--- src/rtl/frame_pkg.sv ---
// Shared types and constants for the frame deframer: parser states, default
// start-of-frame marker and statistics counter width.
package frame_pkg;

  typedef enum logic [1:0] {
    HUNT    = 2'd0,
    LEN     = 2'd1,
    PAYLOAD = 2'd2,
    CHK     = 2'd3
  } state_t;

  localparam logic [7:0] DEF_SOF_BYTE = 8'hA5;
  localparam int         CNT_W        = 16;

endpackage

--- src/rtl/sat_counter.sv ---
// Event counter that sticks at all-ones instead of wrapping.
module sat_counter
  import frame_pkg::*;
(
  input  logic             clk,
  input  logic             rst,
  input  logic             inc,
  output logic [CNT_W-1:0] cnt
);

  always_ff @(posedge clk or posedge rst) begin
    if (rst) begin
      cnt <= '0;
    end else if (inc && (cnt != '1)) begin
      cnt <= cnt + 1'b1;
    end
  end

endmodule

--- src/rtl/frame_deframer.sv ---
// Pulls SOF/length/payload/checksum frames out of a show-ahead FIFO, streams the
// payload downstream and reports per-frame status plus running statistics.
module frame_deframer
  import frame_pkg::*;
#(
  parameter int                  DATA_WIDTH = 8,
  parameter logic [7:0]          SOF_BYTE   = DEF_SOF_BYTE,
  parameter int                  MAX_LEN    = 64
) (
  input  logic                  rclk,
  input  logic                  rrst,
  input  logic                  fifo_rempty,
  input  logic [DATA_WIDTH-1:0] fifo_rdata,
  output logic                  fifo_ren,
  output logic                  m_valid,
  input  logic                  m_ready,
  output logic [DATA_WIDTH-1:0] m_data,
  output logic                  m_last,
  output logic                  stat_valid,
  output logic                  stat_ok,
  output logic [CNT_W-1:0]      ok_cnt,
  output logic [CNT_W-1:0]      err_cnt,
  output logic [CNT_W-1:0]      drop_cnt
);

  localparam logic [DATA_WIDTH-1:0] MAX_LEN_B = DATA_WIDTH'(MAX_LEN);
  localparam logic [DATA_WIDTH-1:0] ONE_B     = DATA_WIDTH'(1);

  state_t                  state;
  logic [DATA_WIDTH-1:0]   acc;
  logic [DATA_WIDTH-1:0]   remain;
  logic                    len_ok;
  logic                    sum_ok;
  logic                    ok_inc;
  logic                    err_inc;
  logic                    drop_inc;

  // Pop/valid are combinational so a byte can move every cycle; reset gates them at once.
  always_comb begin
    fifo_ren = 1'b0;
    m_valid  = 1'b0;
    if (!rrst) begin
      case (state)
        PAYLOAD: begin
          m_valid  = !fifo_rempty;
          fifo_ren = !fifo_rempty && m_ready;
        end
        default: fifo_ren = !fifo_rempty;
      endcase
    end
  end

  assign m_data = fifo_rdata;
  assign m_last = m_valid && (remain == ONE_B);
  assign len_ok = (fifo_rdata != '0) && (fifo_rdata <= MAX_LEN_B);
  assign sum_ok = (fifo_rdata == acc);

  assign drop_inc = fifo_ren && (state == HUNT) && (fifo_rdata != SOF_BYTE);
  assign ok_inc   = fifo_ren && (state == CHK) && sum_ok;
  assign err_inc  = fifo_ren && (((state == LEN) && !len_ok) || ((state == CHK) && !sum_ok));

  always_ff @(posedge rclk or posedge rrst) begin
    if (rrst) begin
      state      <= HUNT;
      acc        <= '0;
      remain     <= '0;
      stat_valid <= 1'b0;
      stat_ok    <= 1'b0;
    end else begin
      stat_valid <= 1'b0;
      stat_ok    <= 1'b0;
      case (state)
        HUNT: begin
          if (fifo_ren && (fifo_rdata == SOF_BYTE)) state <= LEN;
        end
        LEN: begin
          if (fifo_ren) begin
            if (len_ok) begin
              acc    <= fifo_rdata;
              remain <= fifo_rdata;
              state  <= PAYLOAD;
            end else begin
              stat_valid <= 1'b1;
              state      <= HUNT;
            end
          end
        end
        PAYLOAD: begin
          if (fifo_ren) begin
            acc    <= acc + fifo_rdata;
            remain <= remain - ONE_B;
            if (remain == ONE_B) state <= CHK;
          end
        end
        CHK: begin
          // Returning straight to HUNT lets the next SOF pop on the following cycle.
          if (fifo_ren) begin
            stat_valid <= 1'b1;
            stat_ok    <= sum_ok;
            state      <= HUNT;
          end
        end
        default: state <= HUNT;
      endcase
    end
  end

  sat_counter u_ok_cnt (
    .clk (rclk),
    .rst (rrst),
    .inc (ok_inc),
    .cnt (ok_cnt)
  );

  sat_counter u_err_cnt (
    .clk (rclk),
    .rst (rrst),
    .inc (err_inc),
    .cnt (err_cnt)
  );

  sat_counter u_drop_cnt (
    .clk (rclk),
    .rst (rrst),
    .inc (drop_inc),
    .cnt (drop_cnt)
  );

endmodule

--- config.mk ---
export PLATFORM = sky130hd
export DESIGN_NAME = frame_deframer
export DESIGN_NICKNAME = d
export VERILOG_FILES = /design/src/rtl/frame_pkg.sv /design/src/rtl/sat_counter.sv /design/src/rtl/frame_deframer.sv
export SDC_FILE = /design/constraint.sdc
export NUM_CORES = 1
export LEC_CHECK = 0
export ABC_AREA = 1
export CAP_MARGIN = 20
export CORE_ASPECT_RATIO = 1.25
export CORE_UTILIZATION = 50
export DETAILED_ROUTE_END_ITERATION = 8
export GPL_TIMING_DRIVEN = 0
export HOLD_SLACK_MARGIN = 0.12
export PLACE_DENSITY = 0.75
export SYNTH_ARGS = -nofsm -noshare
export SYNTH_HDL_FRONTEND = slang
export SYNTH_SLANG_ARGS = --single-unit
--- constraint.sdc ---
create_clock -name rclk -period 6.85 [get_ports rclk]
set_clock_uncertainty 0.05 [all_clocks]
set_input_delay 1.37 -clock rclk [delete_from_list [all_inputs] [get_ports rclk]]
set_output_delay 1.37 -clock rclk [all_outputs]
set_load 0.05 [all_outputs]
==> flow_metrics.py, run 1 <==
metrics = {
    "route": {
        "drtIter0Drc": 309,
        "wl_per_cell_um": 12.76,
        "routed_wl_um": 10690,
        "first_pass_iters": 5,
        "viasPerCell": 5.199,
        "vias": 4357,
        "antenna_left": 0,
        "drc": 0,
    },
    "layout": {
        "ff_latch_area_um2": 1702,
        "multi_input_area_um2": 2402,
        "drive_above_1_share_pct": 7.799,
        "nets": 738,
        "syn_to_final_growth_pct": 23.92,
        "num_antenna_cells": 0,
        "final_common_cell": "nand2_1",
        "nFillCells": 814,
        "final_cell_mix": "nand2_1 (237), clkdlybuf4s50_1 (72), dfrtp_1 (68), nor2_1 (53), inv_1 (52)",
        "fin_cells": 838,
    },
    "clocking": {
        "clock_path_buffers": 2,
        "clk_pin_slew_ps": 80,
        "htreeDepth": 3,
        "cts_tree": "done",
        "hold_buffers": 0,
        "clk_latency_ps": 360,
        "postCtsSetupRepairBufs": 0,
        "cts_inserted_buffers": 9,
        "clock_sinks": 68,
        "ctsResizeCount": 0,
        "cts_root_buffer": "clkbuf_8",
    },
    "grt": {
        "grt_pass1_vias": 4111,
        "grt.overflow.total": 0,
        "grt_pass1_wl_um": 18090,
        "grt_max_degree": 69,
        "antenna_found_initial": 0,
        "track_usage_pct": 24.33,
    },
    "critical_path": {
        "cp_slowest_cell": "clkdlybuf4s50_1",
        "critPathLaunchType": "input port",
        "path_buf_inv": 5,
        "crit_chain": "clkdlybuf4s50_1 -> nor2_1 -> o21ai_2 -> inv_2 -> buf_2 -> buf_2 -> clkdlybuf4s50_1",
        "critical-path-top-delay-family": "buffers and inverters",
        "rr_worst_depth": 10,
        "reg2reg_from": "acc[5]",
        "max_stage_delay_ps": 840,
        "path_max_fanout": 10,
        "critPathRequiredTime_ps": 5430,
        "critPathArrivalTime_ps": 3580,
        "rrSetupSlack_ps": 4690,
        "end_kind": "output port",
        "r2r_end": "u_ok_cnt.cnt[3]",
        "path_class": "in -> out",
    },
    "sta": {
        "hold_violations": 0,
        "setup-tns-final_ps": 0,
        "tightest_slew_ps": 838.6,
        "drv_slew": 0,
        "timing.final.crit_share_pct": 72.95,
        "period_minus_slack_ps": 4997,
        "rsz0062_at_grt": "no",
        "relSlewSlack_pct": 44.09,
        "final-setup-viol-count": 0,
        "max_freq_ghz": 0.2001,
    },
    "synthesis": {
        "netlist_instances": 630,
        "ys_types": 30,
        "syn_nets": 655,
        "yosysSeqAreaShare_pct": 37.82,
        "synth_area_leader_cell": "dfrtp_1",
        "yosysWarningCount": 0,
        "avgSynthCellArea_um2": 7.142,
        "syn_area_um2": 4499,
        "synth.area.top_cells": "dfrtp_1 (38%), nand2_1 (20%), inv_1 (4.4%)",
        "ys_ff_latch": 68,
        "yosys.area.top_type_share_pct": 37.82,
    },
    "place": {
        "place_inst": 822,
        "dp.final_hpwl_um": 7693,
        "port_buffers": 72,
        "gp_congestion": 0.8752,
    },
    "floorplanning": {
        "core_um2": 8701,
        "dieArea_um2": 9384,
        "ios": 73,
        "die_h_um": 108.1,
        "num_rows": 38,
        "start_util_pct": 51.71,
        "die_x_um": 86.85,
    },
    "power_and_ir_drop": {
        "p_leak_nw": 2.711,
        "powerDensity_nw_per_um2": 239.2,
        "ir_drop_mv": 0.2515,
    },
    "worst_hold_path": {
        "worstHoldEndpoint": "acc[6]",
        "hold_path.class": "reg -> reg",
        "worstHoldStart": "acc[6]",
        "min_path_cells": 2,
    },
    "flow_run": {
        "maxCapViolations": 0,
    },
    "outcome": {
        "outcome": "finished, final reports clean",
    },
}
-- state kept, by name, indices dropped and copies added, names as in the netlist, named ones only --
signal          count
state               1
u_drop_cnt.cnt     16
remain              8
acc                 8
u_ok_cnt.cnt       16
u_err_cnt.cnt      16
stat_ok             1
stat_valid          1
-- final cells by class --
type                       instances  area share [%]
buffer                            24           3.187
clock buffer                      12           2.783
clock inverter                     4          0.8528
inverter                          58           3.950
multi-input combinational        480           43.09
sequential                        68           30.52
tap                              120           2.693
timing repair buffer              72           12.93
-- logic make-up (layout without fill, tap and decap cells) --
group	after synthesis	after routing	synth area share [%]
compound gates	41	41	4.728
xor+xnor	43	43	8.537
fa+ha+maj	13	13	3.782
buf+inv	82	170	8.787
flops	68	68	37.82
simple gates	383	383	36.35
-- report_power, final --
group / switching (mW) / leakage, nW / internal, mW
registers: 0.0561 / 0.912 / 0.455
clock network: 0.161 / 0.102 / 0.187
logic: 0.301 / 1.70 / 0.174
-- worst reg2reg max path, cell delays in order, from the launching register on --
cell	delay, ps
dfrtp_1	400
ha_1	340
inv_1	110
nand2_1	60
nor3_1	250
nand4_1	250
nor2_2	260
buf_6	180
nand2_1	60
nand2_1	60
nand2_1	40
-- per-layer routing --
layer,vias to the layer above,track usage [%],part of all wire [%]
li1,2168,-,-
met1,2056,30.46,45
met2,116,41.17,48
met3,17,5.191,4.8
met4,0,8.690,1.5
met5,-,0,0
-- worst max path at each step --
stage,endpoint,from,slack (ps),cells past startpoint
floorplan,m_last,rrst,2750,3
finish,fifo_ren,rrst,1850,7
global route,fifo_ren,rrst,1770,7
CTS,fifo_ren,rrst,1860,7
detailed placement,fifo_ren,rrst,1870,7
global placement,fifo_ren,rrst,1970,7
-- cells in the mapped netlist (all sizes together) --
master / n
nor2: 56
and2: 3
xnor2: 20
nand3: 32
clkbuf: 2
ha: 12
o21ai: 31
and3: 1
or2: 2
nor3: 13
fa: 1
buf: 22
xor2: 23
nand2: 240
nand4: 32
inv: 58
a21oi: 10
dfrtp: 68
nand3b: 4
-- stage by stage --
stage	setup WS, ps	hold slack [ps]	total power [mW]	util [%]	instance area (um2)
after global placement	1969	417.3	0.9742	61.72	5370
after detailed placement	1868	421.5	0.9887	61.75	5373
after CTS	1860	440.9	1.336	64.08	5575
after global routing	1773	455.3	1.414	64.08	5575
final	1853	439.3	1.333	64.08	5575
after floorplan	2754	402.8	0.8583	-	4499
No activity file was read; power rests on OpenSTA's default activity.
==> run 2: changes to the inputs <==
==> constraint.sdc (replaced) <==
create_clock -name rclk -period 5.2 [get_ports rclk]
set_clock_uncertainty 0.05 [all_clocks]
set_input_delay 1.04 -clock rclk [delete_from_list [all_inputs] [get_ports rclk]]
set_output_delay 1.04 -clock rclk [all_outputs]
set_load 0.05 [all_outputs]
==> results of run 2 <==
Same layout as run 1 (identical final DEF). Status: finished, final reports clean.
Among the figures that moved: setup slack after placement 1868 ps -> 877.6 ps; setup slack after layout 1853 ps -> 862.7 ps; register-to-register setup slack 4690 ps -> 3040 ps; total power 1.333 mW -> 1.757 mW; worst IR drop on VDD 0.2515 mV -> 0.3313 mV
